### src/rtl/pc_fetch_if.sv
// Instruction ROM request/acknowledge bus between the fetch unit and the ROM.
interface pc_fetch_if;
  logic        rom_ce_o;
  logic [31:0] rom_addr_o;
  logic        rom_ack_i;
  logic [31:0] rom_data_i;

  modport master (
    output rom_ce_o,
    output rom_addr_o,
    input  rom_ack_i,
    input  rom_data_i
  );

  modport slave (
    input  rom_ce_o,
    input  rom_addr_o,
    output rom_ack_i,
    output rom_data_i
  );
endinterface

### src/rtl/pc_fetch.sv
// Instruction-fetch front end: owns the PC, runs the ROM handshake and feeds IF/ID.
// Branches that cannot be applied yet are held as pending; a flush that hits an
// outstanding ROM access waits in StDrain for that access to retire.
module pc_fetch #(
  parameter logic [31:0] RESET_PC = 32'h0000_0000
) (
  input  logic              clk,
  input  logic              rst,
  input  logic [5:0]        stall,
  input  logic              flush,
  input  logic [31:0]       new_pc,
  input  logic              branch_flag_i,
  input  logic [31:0]       branch_target_i,
  pc_fetch_if.master        rom_if,
  output logic [31:0]       if_pc_o,
  output logic [31:0]       rom_inst_o,
  output logic              stallreq_if_o
);

  typedef enum logic [1:0] {StIdle, StRun, StDrain} state_e;

  state_e      state_q, state_d;
  logic [31:0] pc_q, pc_d;
  logic        pend_valid_q, pend_valid_d;
  logic [31:0] pend_target_q, pend_target_d;
  logic [31:0] redirect_q, redirect_d;

  // Only the PC-freeze bit of the stall vector matters to fetch.
  logic unused_stall;
  assign unused_stall = ^stall[5:1];

  // State registers; reset abandons any outstanding ROM access.
  always_ff @(posedge clk or negedge rst) begin
    if (!rst) begin
      state_q       <= StIdle;
      pc_q          <= RESET_PC;
      pend_valid_q  <= 1'b0;
      pend_target_q <= 32'h0;
      redirect_q    <= 32'h0;
    end else begin
      state_q       <= state_d;
      pc_q          <= pc_d;
      pend_valid_q  <= pend_valid_d;
      pend_target_q <= pend_target_d;
      redirect_q    <= redirect_d;
    end
  end

  // Next-state and next-PC selection, flush highest priority.
  always_comb begin
    state_d       = state_q;
    pc_d          = pc_q;
    pend_valid_d  = pend_valid_q;
    pend_target_d = pend_target_q;
    redirect_d    = redirect_q;
    if (flush) pend_valid_d = 1'b0;

    unique case (state_q)
      StIdle: state_d = StRun;
      StRun: begin
        if (flush) begin
          if (rom_if.rom_ack_i) begin
            pc_d = new_pc;
          end else begin
            // Address must stay stable until the in-flight access is acked.
            redirect_d = new_pc;
            state_d    = StDrain;
          end
        end else if (stall[0]) begin
          if (branch_flag_i) begin
            pend_valid_d  = 1'b1;
            pend_target_d = branch_target_i;
          end
        end else if (rom_if.rom_ack_i && pend_valid_q) begin
          pc_d         = pend_target_q;
          pend_valid_d = 1'b0;
        end else if (rom_if.rom_ack_i && branch_flag_i) begin
          pc_d = branch_target_i;
        end else if (rom_if.rom_ack_i) begin
          pc_d = pc_q + 32'd4;
        end else if (branch_flag_i) begin
          // Access still waiting: remember the branch for the ack edge.
          pend_valid_d  = 1'b1;
          pend_target_d = branch_target_i;
        end
      end
      StDrain: begin
        if (flush) redirect_d = new_pc;
        if (rom_if.rom_ack_i) begin
          pc_d    = flush ? new_pc : redirect_q;
          state_d = StRun;
        end
      end
      default: state_d = StIdle;
    endcase
  end

  // ROM request and IF/ID outputs; drained data never reaches IF/ID.
  always_comb begin
    rom_if.rom_ce_o   = 1'b0;
    rom_if.rom_addr_o = 32'h0;
    if_pc_o           = 32'h0;
    rom_inst_o        = 32'h0;
    stallreq_if_o     = 1'b0;
    unique case (state_q)
      StRun: begin
        rom_if.rom_ce_o   = 1'b1;
        rom_if.rom_addr_o = pc_q;
        stallreq_if_o     = ~rom_if.rom_ack_i;
        if (rom_if.rom_ack_i) begin
          if_pc_o    = pc_q;
          rom_inst_o = rom_if.rom_data_i;
        end
      end
      StDrain: begin
        rom_if.rom_ce_o   = 1'b1;
        rom_if.rom_addr_o = pc_q;
      end
      default: ;
    endcase
  end

endmodule

### src/flat_wrapper.sv
// flat-port wrapper written by rule: the top's interface ports become plain ports
module pc_fetch_flat 
#(
  parameter logic [31:0] RESET_PC = 32'h0000_0000
)
  (clk, rst, stall, flush, new_pc, branch_flag_i, branch_target_i, if_pc_o, rom_inst_o, stallreq_if_o, rom_if_rom_ce_o, rom_if_rom_addr_o, rom_if_rom_ack_i, rom_if_rom_data_i);
  pc_fetch_if rom_if_i ();
  input  logic clk;
  input  logic rst;
  input  logic [5:0] stall;
  input  logic flush;
  input  logic [31:0] new_pc;
  input  logic branch_flag_i;
  input  logic [31:0] branch_target_i;
  output logic [31:0] if_pc_o;
  output logic [31:0] rom_inst_o;
  output logic stallreq_if_o;
  output wire logic [$bits(rom_if_i.rom_ce_o)-1:0] rom_if_rom_ce_o;
  output wire logic [$bits(rom_if_i.rom_addr_o)-1:0] rom_if_rom_addr_o;
  input wire logic [$bits(rom_if_i.rom_ack_i)-1:0] rom_if_rom_ack_i;
  input wire logic [$bits(rom_if_i.rom_data_i)-1:0] rom_if_rom_data_i;
  assign rom_if_rom_ce_o = rom_if_i.rom_ce_o;
  assign rom_if_rom_addr_o = rom_if_i.rom_addr_o;
  assign rom_if_i.rom_ack_i = rom_if_rom_ack_i;
  assign rom_if_i.rom_data_i = rom_if_rom_data_i;
  pc_fetch #(.RESET_PC(RESET_PC)) u_core (.clk(clk), .rst(rst), .stall(stall), .flush(flush), .new_pc(new_pc), .branch_flag_i(branch_flag_i), .branch_target_i(branch_target_i), .rom_if(rom_if_i), .if_pc_o(if_pc_o), .rom_inst_o(rom_inst_o), .stallreq_if_o(stallreq_if_o));
endmodule
### config.mk
export PLATFORM = sky130hd
export DESIGN_NAME = pc_fetch_flat
export DESIGN_NICKNAME = d
export VERILOG_FILES = /design/src/rtl/pc_fetch_if.sv /design/src/rtl/pc_fetch.sv /design/src/flat_wrapper.sv
export SDC_FILE = /design/constraint.sdc
export NUM_CORES = 1
export LEC_CHECK = 0
export ABC_CLOCK_PERIOD_IN_PS = 2600
export CAP_MARGIN = 30
export CELL_PAD_IN_SITES_DETAIL_PLACEMENT = 2
export CELL_PAD_IN_SITES_GLOBAL_PLACEMENT = 2
export CORE_MARGIN = 5
export CORE_UTILIZATION = 27
export CTS_BUF_LIST = sky130_fd_sc_hd__clkbuf_16
export DETAILED_ROUTE_END_ITERATION = 7
export PLACE_DENSITY = 0.8
export SLEW_MARGIN = 10
export SYNTH_ARGS = -nofsm -noshare
export SYNTH_HDL_FRONTEND = slang
export SYNTH_SLANG_ARGS = --single-unit
### constraint.sdc
create_clock -name clk -period 2.6 [get_ports clk]
set_input_delay 0.39 -clock clk [delete_from_list [all_inputs] [get_ports clk]]
set_output_delay 0.39 -clock clk [all_outputs]
set_load 0.01 [all_outputs]
==> out/results.ini, run 1 <==
[run_status]
status = completed

[global_routing]
grt_pass1_wl_um = 42300
grt_max_degree = 59
antenna_found_initial = 0
gr-usage-all-layers_pct = 20.3
grt-ovfl-total = 0
grt_pass1_vias = 7151

[cts]
cts.sinks = 99
cts_tree = yes
cts_buffer_depth = 2
cts_root_buf = clkbuf_16
clk_pin_slew_ns = 0.07
htree_levels = 3
cts_buffers = 9
clk_latency_ns = 0.36

[floorplan]
fp.dieW_um = 164
die_y_um = 164
design.core.area_um2 = 23400
io_pins = 205
dieArea_um2 = 26900
initial_utilization_pct = 27.4
fp-row-count = 56

[setup_path]
worstPathRequired_ns = 2.21
end_kind = output port
cp_max_fo = 13
rrSetupSlack_ns = 0.24
cp_data_arrival_time_ns = 2.14
start_kind = register
critical_path_class = reg -> out

[synth]
ys_seq_elements = 99
yosys_warnings = 0
synth-simple-area-share_pct = 23.7
synth-edff-count = 0
synthCells = 705
synth.area.mux_share_pct = 12.5
synth-xor-area-share_pct = 1.09
synth_compound_area_share_pct = 17.5
synth_cell_types = 66
syn_avg_cell_area_um2 = 9.08
async_flop_share_pct = 100
syn_area_um2 = 6400
synth_top_family_by_area = simple AND/OR/NAND/NOR gates
synthAdderAreaFrac_pct = 0.977
synth_nets = 817
ys_dominant_reg_cell = dfrtp_1
yosysSeqAreaShare_pct = 38.7

[power_and_ir_drop]
power.leakage_uw = 0.00390
p_comb_share_pct = 59.2
power.density_nw_per_um2 = 1160
seqPwrFrac_pct = 29.0
p_sw_uw = 4510
vdd_ir_drop_max_mv = 0.441
sw_frac_of_total_pct = 42.5
p_clk_share_pct = 11.8
p_int_uw = 6110

[timing]
rsz0062_at_grt = yes
maxSlewViolCount = 0
fin_crit_sh_pct = 97.4
hold_viol = 0
slew_headroom_pct = 58.9
fin_skew_ns = 0.00685
fin_ws_ns = 0.0676
timing.fmax_mhz = 395
tightest_slew_ns = 0.614
finalCriticalPeriod_ns = 2.53
setup_viol = 0

[hold_path]
hold_class = in -> async

[placement]
place_inst = 1205
place_ws_ns = 0.156
gp_congestion = 0.807
port_buffers = 199
dpl.hpwl_um = 20500

[cells_and_area]
final_nets = 1010
layout-drive-gt1-share_pct = 15.5
syn_to_final_growth_pct = 43.4
num-fill-cells = 2601
final_core_util_pct = 39.2
finalNonFillerCells = 1221
n_antenna_cell = 0

[drt]
post-route-drc-count = 0
dr.pass1.iters = 4
ant_nets = 0
vias = 6474
drt_iter0_markers = 326
route.detailed.wl_per_inst_um = 22.4
viasPerCell = 5.30
wl_um = 27400

[flow_run]
maxCapViolations = 0

-- worst paths after layout --
check                                               from  depth (start not counted)                       end
worst max-delay path                   u_core.state_q[0]                          5      rom_if_rom_addr_o[8]
worst min-delay path                                 rst                          1  u_core.pend_target_q[10]
worst max register to register            u_core.pc_q[7]                          5           u_core.pc_q[19]
worst min register to register  u_core.pend_target_q[20]                          1  u_core.pend_target_q[20]
max in group asynchronous                            rst                          2           u_core.pc_q[25]
min in group clk                u_core.pend_target_q[20]                          1  u_core.pend_target_q[20]
-- sequential cells by signal (all words and copies together) (netlist names) --
name,cells
u_core.pc_q,32
u_core.state_q,2
u_core.pend_valid_q,1
u_core.pend_target_q,32
u_core.redirect_q,32
-- metal layers --
layer / vias to the layer above / part of all wire, % / wire [um] / GRT usage (%)
met4: 0 / 1.8 / 480 / 6.29
met1: 3320 / 44 / 12000 / 26.9
li1: 2974 / - / - / -
met5: - / 0 / 0 / 0
met3: 25 / 4.8 / 1330 / 2.53
met2: 155 / 50 / 13600 / 34.7
-- through the flow --
step           setup TNS (ns)  hold WS (ns)  area (um^2)  power [uW]
2_1_floorplan               0        0.0944         6400        6530
3_3_place_gp                0         0.393         8870        9070
3_5_place_dp                0         0.398         8870        9340
4_1_cts              -0.00255        0.0111         9120       10700
5_1_grt               -0.0614        0.0395         9180       11400
6_report                    0       0.00135         9180       10600
-- kinds of logic (layout without fill, tap and decap cells) --
logic type | count (synthesis) | in the layout
simple gates | 273 | 273
compound gates | 169 | 169
flops | 99 | 99
buf+inv | 79 | 276
mux | 72 | 72
xor+xnor | 8 | 8
fa+ha+maj | 5 | 5
-- final cells by class --
class                   count  area, um^2  area share [%]
clock buffers               9         225            2.45
clock inverters             6        25.0           0.273
inverters                  18        67.6           0.736
multi-input cells         527        3600            39.2
flip-flops and latches     99        2480            27.0
well taps                 319         399            4.35
repair buffers            243        2390            26.0
-- cells in the final DEF, fill, tap and decap left out, drive strengths merged, types with 3 or more instances in the layout --
cell | Yosys | final
o22ai | 4 | 4
nand2b | 6 | 6
o211ai | 8 | 8
a31o | 3 | 3
a211o | 4 | 4
o31ai | 10 | 10
o21ai | 34 | 34
and2 | 35 | 35
nor2b | 16 | 16
a21oi | 45 | 45
clkinv | 0 | 5
nand2 | 54 | 54
nor2 | 38 | 38
xnor2 | 3 | 3
nor3 | 7 | 7
ha | 5 | 5
buf | 15 | 47
clkbuf | 46 | 9
a221o | 5 | 5
and4 | 5 | 5
o221ai | 5 | 5
a22oi | 14 | 14
dlymetal6s2s | 0 | 9
xor2 | 5 | 5
mux2 | 65 | 65
a31oi | 8 | 8
a221oi | 5 | 5
nand4b | 6 | 6
or4 | 6 | 6
dfrtp | 99 | 99
clkdlybuf4s50 | 0 | 187
nand3 | 13 | 13
and3 | 61 | 61
a211oi | 3 | 3
nor4 | 8 | 8
inv | 18 | 19
mux2i | 7 | 7
nand4 | 11 | 11
-- synth_stat cells (3+ instances only) --
master / number / share of area (%)
o21ai_0: 34 / 2.7
o211ai_1: 8 / 0.94
a211oi_1: 3 / 0.35
nand3_1: 13 / 1.0
buf_6: 5 / 0.88
nand2_1: 54 / 3.2
o31ai_1: 10 / 1.2
inv_1: 18 / 1.1
or4_1: 4 / 0.47
nor4_1: 8 / 0.78
mux2_2: 65 / 11
buf_1: 6 / 0.35
a221oi_1: 5 / 0.68
o22ai_1: 4 / 0.39
nand4b_1: 6 / 0.82
and2_1: 32 / 3.1
a22oi_1: 14 / 1.6
buf_4: 3 / 0.35
o221ai_1: 5 / 0.68
xnor2_1: 3 / 0.41
nor2b_1: 16 / 1.6
a21oi_1: 45 / 3.5
clkbuf_1: 45 / 2.6
nor2_1: 38 / 2.2
a31oi_1: 8 / 0.78
nand2b_1: 6 / 0.59
and3_1: 61 / 6.0
a221o_1: 5 / 0.78
and4_1: 5 / 0.68
nand4_1: 10 / 0.98
nor3_1: 7 / 0.55
dfrtp_1: 99 / 39
mux2i_1: 7 / 1.1
ha_1: 5 / 0.98
xor2_1: 5 / 0.68
a211o_1: 4 / 0.55
-- worst max-delay path, stage by stage, from the launching register on --
cell and delay, ns:
dfrtp_1 0.41, inv_1 0.09, ha_2 0.39, buf_6 0.18
and2_1 0.17, clkdlybuf4s50_1 0.54
-- power groups by stage --
stage | clock, uW | combinational, uW | sequential, uW
global route | 1340 | 6860 | 3200
global placement | 0 | 6040 | 3030
detailed placement | 0 | 6250 | 3090
floorplan | 0 | 3740 | 2780
CTS | 1280 | 6320 | 3070
finish | 1250 | 6290 | 3080
-- repair_timing --
item,CTS,global route
hold buffers,0,0
resized for setup,2,16
setup endpoints to repair,30,40
setup buffers,0,1
Power figures use the tool's default switching activity.
==> run 2: changes to the inputs <==
--- a/config.mk
+++ b/config.mk
@@ -5,15 +5,15 @@
 export SDC_FILE = /design/constraint.sdc
 export NUM_CORES = 1
 export LEC_CHECK = 0
-export ABC_CLOCK_PERIOD_IN_PS = 2600
+export ABC_CLOCK_PERIOD_IN_PS = 3100
 export CAP_MARGIN = 30
 export CELL_PAD_IN_SITES_DETAIL_PLACEMENT = 2
 export CELL_PAD_IN_SITES_GLOBAL_PLACEMENT = 2
 export CORE_MARGIN = 5
-export CORE_UTILIZATION = 27
+export CORE_UTILIZATION = 30
 export CTS_BUF_LIST = sky130_fd_sc_hd__clkbuf_16
 export DETAILED_ROUTE_END_ITERATION = 7
-export PLACE_DENSITY = 0.8
+export PLACE_DENSITY = 0.88
 export SLEW_MARGIN = 10
 export SYNTH_ARGS = -nofsm -noshare
 export SYNTH_HDL_FRONTEND = slang
==> constraint.sdc (replaced) <==
create_clock -name clk -period 3.1 [get_ports clk]
set_input_delay 0.465 -clock clk [delete_from_list [all_inputs] [get_ports clk]]
set_output_delay 0.465 -clock clk [all_outputs]
set_load 0.01 [all_outputs]
==> out/results.ini, run 2 (same netlist as run 1, synthesis figures left out) <==
[cts]
clk_latency_ns = 0.36
cts.sinks = 99
cts_buffers = 9
post-cts-setup-buffer-count = 0
ctsHoldBuffers = 0
clk_pin_slew_ns = 0.07
cts_tree = yes
cts_buffer_depth = 2
htree_levels = 3
cts_resized = 0
cts_root_buf = clkbuf_16

[setup_path]
critical_path_class = reg -> out
cp_data_arrival_time_ns = 2.43
worstPathRequired_ns = 2.63
crit_chain = inv_1 > ha_1 > buf_4 > and2_1 > clkdlybuf4s50_1
start_kind = register
crit_buf_inv = 3
end_kind = output port
crit_slowest_cell = ha_1
cp_max_fo = 16
cp_top_family = buffers and inverters
cpPeakStageDelay_ns = 0.55

[run_status]
status = completed

[placement]
gp_congestion = 0.877
dpl.hpwl_um = 21200
port_buffers = 199

[timing]
timing.hold.ws_ns = 0.0624
finalCriticalPeriod_ns = 2.89
rsz0062_at_grt = no
fin_crit_sh_pct = 93.3
maxSlewViolCount = 0
slew_headroom_pct = 54.7
fin_setup_tns_ns = 0
hold_viol = 0
timing.fmax_mhz = 346
tightest_slew_ns = 0.679
setup_viol = 0
fin_skew_ns = 0.00910

[cells_and_area]
regArea_um2 = 2480
reg_top3 = u_core.pc_q (32), u_core.pend_target_q (32), u_core.redirect_q (32)
final_core_util_pct = 42.9
multi_input_area_um2 = 3580
final_common_cell = clkdlybuf4s50_1
layout-drive-gt1-share_pct = 13.9
num-fill-cells = 2254
final_nets = 997
layout_common_cells = clkdlybuf4s50_1, dfrtp_1, mux2_2
n_antenna_cell = 0
syn_to_final_growth_pct = 40.9

[global_routing]
grt-ovfl-total = 0
gr-usage-all-layers_pct = 23.6
grt_pass1_wl_um = 44800
antenna_found_initial = 2
grt_pass1_vias = 7379
grt_max_degree = 66

[drt]
wl_um = 29000
vias = 6667
drt_iter0_markers = 491
ant_nets = 0
route.detailed.wl_per_inst_um = 24.9
dr.pass1.iters = 5
viasPerCell = 5.72
post-route-drc-count = 0

[power_and_ir_drop]
power_uw = 9080
power.density_nw_per_um2 = 1010
power.leakage_uw = 0.00370
vdd_ir_drop_max_mv = 0.446

[floorplan]
io_pins = 205
dieArea_um2 = 24400
die_y_um = 156
fp.dieW_um = 156
design.core.area_um2 = 21000
fp-row-count = 53
initial_utilization_pct = 30.5

[hold_path]
hold_class = in -> async

[flow_run]
maxCapViolations = 0

run 2: cell types whose count changed in the layout (fill, tap and decap cells not counted), sizes merged:
cell,delta
clkinvlp,+1
bufinv,+1
clkdlybuf4s50,+9
dlymetal6s2s,-9
buf,-13
inv,-1
run 2: worst paths after layout:
path | from | end | slack, ns | depth (start not counted)
max | u_core.state_q[0] | rom_if_rom_addr_o[23] | 0.21 | 5
min | rst | u_core.redirect_q[18] | 0.06 | 1
max reg2reg | u_core.state_q[0] | u_core.pc_q[30] | 0.34 | 9
min reg2reg | u_core.pend_target_q[20] | u_core.pend_target_q[20] | 0.51 | 1
max in group asynchronous | rst | u_core.pc_q[26] | 2.28 | 2
min in group clk | u_core.pend_target_q[20] | u_core.pend_target_q[20] | 0.51 | 1
run 2: stage by stage:
stage / worst slack, ns / area [um^2] / cells
6_report: 0.207 / 9020 / 1165
5_1_grt: 0.0867 / 9020 / 1165
4_1_cts: 0.177 / 9020 / 1165
3_5_place_dp: 0.373 / 8730 / 1149
3_3_place_gp: 0.468 / 8730 / 1149
2_1_floorplan: 0.974 / 6400 / 705
run 2: per-layer routing:
layer	vias to the layer above	wire length [um]	part of all wire, %	GRT usage [%]
met5	-	22	0.076	0
met4	4	689	2.4	7.00
met3	53	1580	5.4	5.02
met2	200	14800	51	40.6
met1	3468	11900	41	29.7
li1	2942	-	-	-
run 2: power breakdown:
group | switching, uW | total, uW | internal [uW]
logic | 2710 | 5270 | 2560
clock network | 524 | 1140 | 616
registers | 692 | 2670 | 1970
run 2: layout make-up:
cell class	instances	share of cell area, %
multi-input combinational	527	39.7
sequential	99	27.5
timing repair buffer	230	25.1
tap	275	3.82
clock buffer	9	2.50
clock inverter	7	0.652
inverter	18	0.749
==> run 3: changes to the inputs <==
--- a/config.mk
+++ b/config.mk
@@ -7,13 +7,11 @@
 export LEC_CHECK = 0
 export ABC_CLOCK_PERIOD_IN_PS = 3100
 export CAP_MARGIN = 30
-export CELL_PAD_IN_SITES_DETAIL_PLACEMENT = 2
-export CELL_PAD_IN_SITES_GLOBAL_PLACEMENT = 2
 export CORE_MARGIN = 5
-export CORE_UTILIZATION = 30
+export CORE_UTILIZATION = 35
 export CTS_BUF_LIST = sky130_fd_sc_hd__clkbuf_16
 export DETAILED_ROUTE_END_ITERATION = 7
-export PLACE_DENSITY = 0.88
+export PLACE_DENSITY = 0.63
 export SLEW_MARGIN = 10
 export SYNTH_ARGS = -nofsm -noshare
 export SYNTH_HDL_FRONTEND = slang
==> out/results.ini, run 3 (same netlist as run 1, synthesis figures left out) <==
[floorplan]
io_pins = 205
dieArea_um2 = 21100
design.core.area_um2 = 18000
fp-row-count = 49
die_y_um = 145
initial_utilization_pct = 35.6
fp.dieW_um = 145

[cells_and_area]
final_common_cell = clkdlybuf4s50_1
final_nets = 1000
n_antenna_cell = 0
syn_to_final_growth_pct = 39.4
layout_common_cells = clkdlybuf4s50_1, dfrtp_1, mux2_2
finalNonFillerCells = 1122
reg_top3 = u_core.pc_q (32), u_core.pend_target_q (32), u_core.redirect_q (32)
layout-drive-gt1-share_pct = 14.6

[setup_path]
crit_slowest_cell = clkdlybuf4s50_1
critical_path_class = reg -> out
worstPathRequired_ns = 2.63
crit_buf_inv = 2
cp_data_arrival_time_ns = 2.39
rrSetupSlack_ns = 0.61
cp_top_family = buffers and inverters
cpPeakStageDelay_ns = 0.60
crit_chain = inv_1 > ha_2 > nand2_1 > nor2_1 > clkdlybuf4s50_1
cp_max_fo = 13
start_kind = register
end_kind = output port

[hold_path]
hold_class = in -> async

[drt]
viasPerCell = 5.64
post-route-drc-count = 0
vias = 6330
drt_iter0_markers = 601
ant_nets = 0
wl_um = 23100
dr.pass1.iters = 5
route.detailed.wl_per_inst_um = 20.5

[global_routing]
antenna_found_initial = 0
grt_max_degree = 60
grt_pass1_wl_um = 36200
grt-ovfl-total = 0
grt_pass1_vias = 6184
gr-usage-all-layers_pct = 21.4

[cts]
clk_latency_ns = 0.36
post-cts-setup-buffer-count = 0
clk_pin_slew_ns = 0.07
cts_root_buf = clkbuf_16
htree_levels = 3
cts_buffers = 9
cts_buffer_depth = 2
cts_tree = yes
cts.sinks = 99

[timing]
hold_viol = 0
maxSlewViolCount = 0
rsz0062_at_grt = no
setup_viol = 0
slew_headroom_pct = 44.4
fin_setup_tns_ns = 0
tightest_slew_ns = 0.834
finalCriticalPeriod_ns = 2.85
fin_crit_sh_pct = 92.0
timing.fmax_mhz = 350
fin_skew_ns = 0.00886

[run_status]
status = completed

[power_and_ir_drop]
vdd_ir_drop_max_mv = 0.573
power.leakage_uw = 0.00369
power.density_nw_per_um2 = 966

[placement]
dpl.hpwl_um = 16900
gp_congestion = 0.845
place_inst = 1105
port_buffers = 199

[flow_run]
maxCapViolations = 0

run 3: worst reg2reg max path, stage by stage, from the launching register on:
cell,delay (ns)
dfrtp_1,0.41
inv_1,0.09
ha_2,0.50
nor2b_1,0.24
a22o_1,0.20
buf_4,0.22
nand2_1,0.34
a211o_1,0.35
o21ai_0,0.07
run 3: final timing paths:
path / to / start / depth (start not counted)
setup / recovery: if_pc_o[6] / u_core.state_q[1] / 5
hold / removal: u_core.pend_target_q[18] / rst / 1
setup reg to reg: u_core.pc_q[13] / u_core.state_q[0] / 8
hold reg to reg: u_core.pend_target_q[27] / u_core.pend_target_q[27] / 1
max in group asynchronous: u_core.pend_target_q[12] / rst / 2
min in group clk: u_core.pend_target_q[27] / u_core.pend_target_q[27] / 1
run 3: metrics by stage:
stage / total power [uW] / setup WS [ns] / hold slack (ns) / area (um^2) / util [%]
after detailed placement: 7590 / 0.384 / 0.487 / 8650 / 48.2
after floorplan: 5480 / 0.974 / 0.169 / 6400 / -
final: 8630 / 0.247 / 0.194 / 8930 / 49.7
after global routing: 9250 / 0.135 / 0.265 / 8930 / 49.7
after global placement: 7500 / 0.422 / 0.480 / 8650 / 48.2
after CTS: 8640 / 0.138 / 0.225 / 8920 / 49.6
run 3: metal layers:
layer  wire, um  track usage [%]
met4        309             4.99
met3       1520             5.33
met2      11000             35.7
met5          0                0
met1      10200             28.0
run 3: report_power, final:
part	switching [uW]	leakage, uW	internal [uW]
registers	631	0.00118	1970
logic	2430	0.00238	2560
clock network	505	0.000136	534
run 3: cell type report:
type | count | area [um^2]
clock inverters | 7 | 36.3
well taps | 229 | 287
flip-flops and latches | 99 | 2480
inverters | 18 | 67.6
fillers | 1716 | 9040
repair buffers | 233 | 2250
multi-input cells | 527 | 3590
clock buffers | 9 | 225
run 3: timing repair:
item	CTS	global route
endpoints found under the setup margin	0	1
resized for setup	0	1
hold buffers	0	0
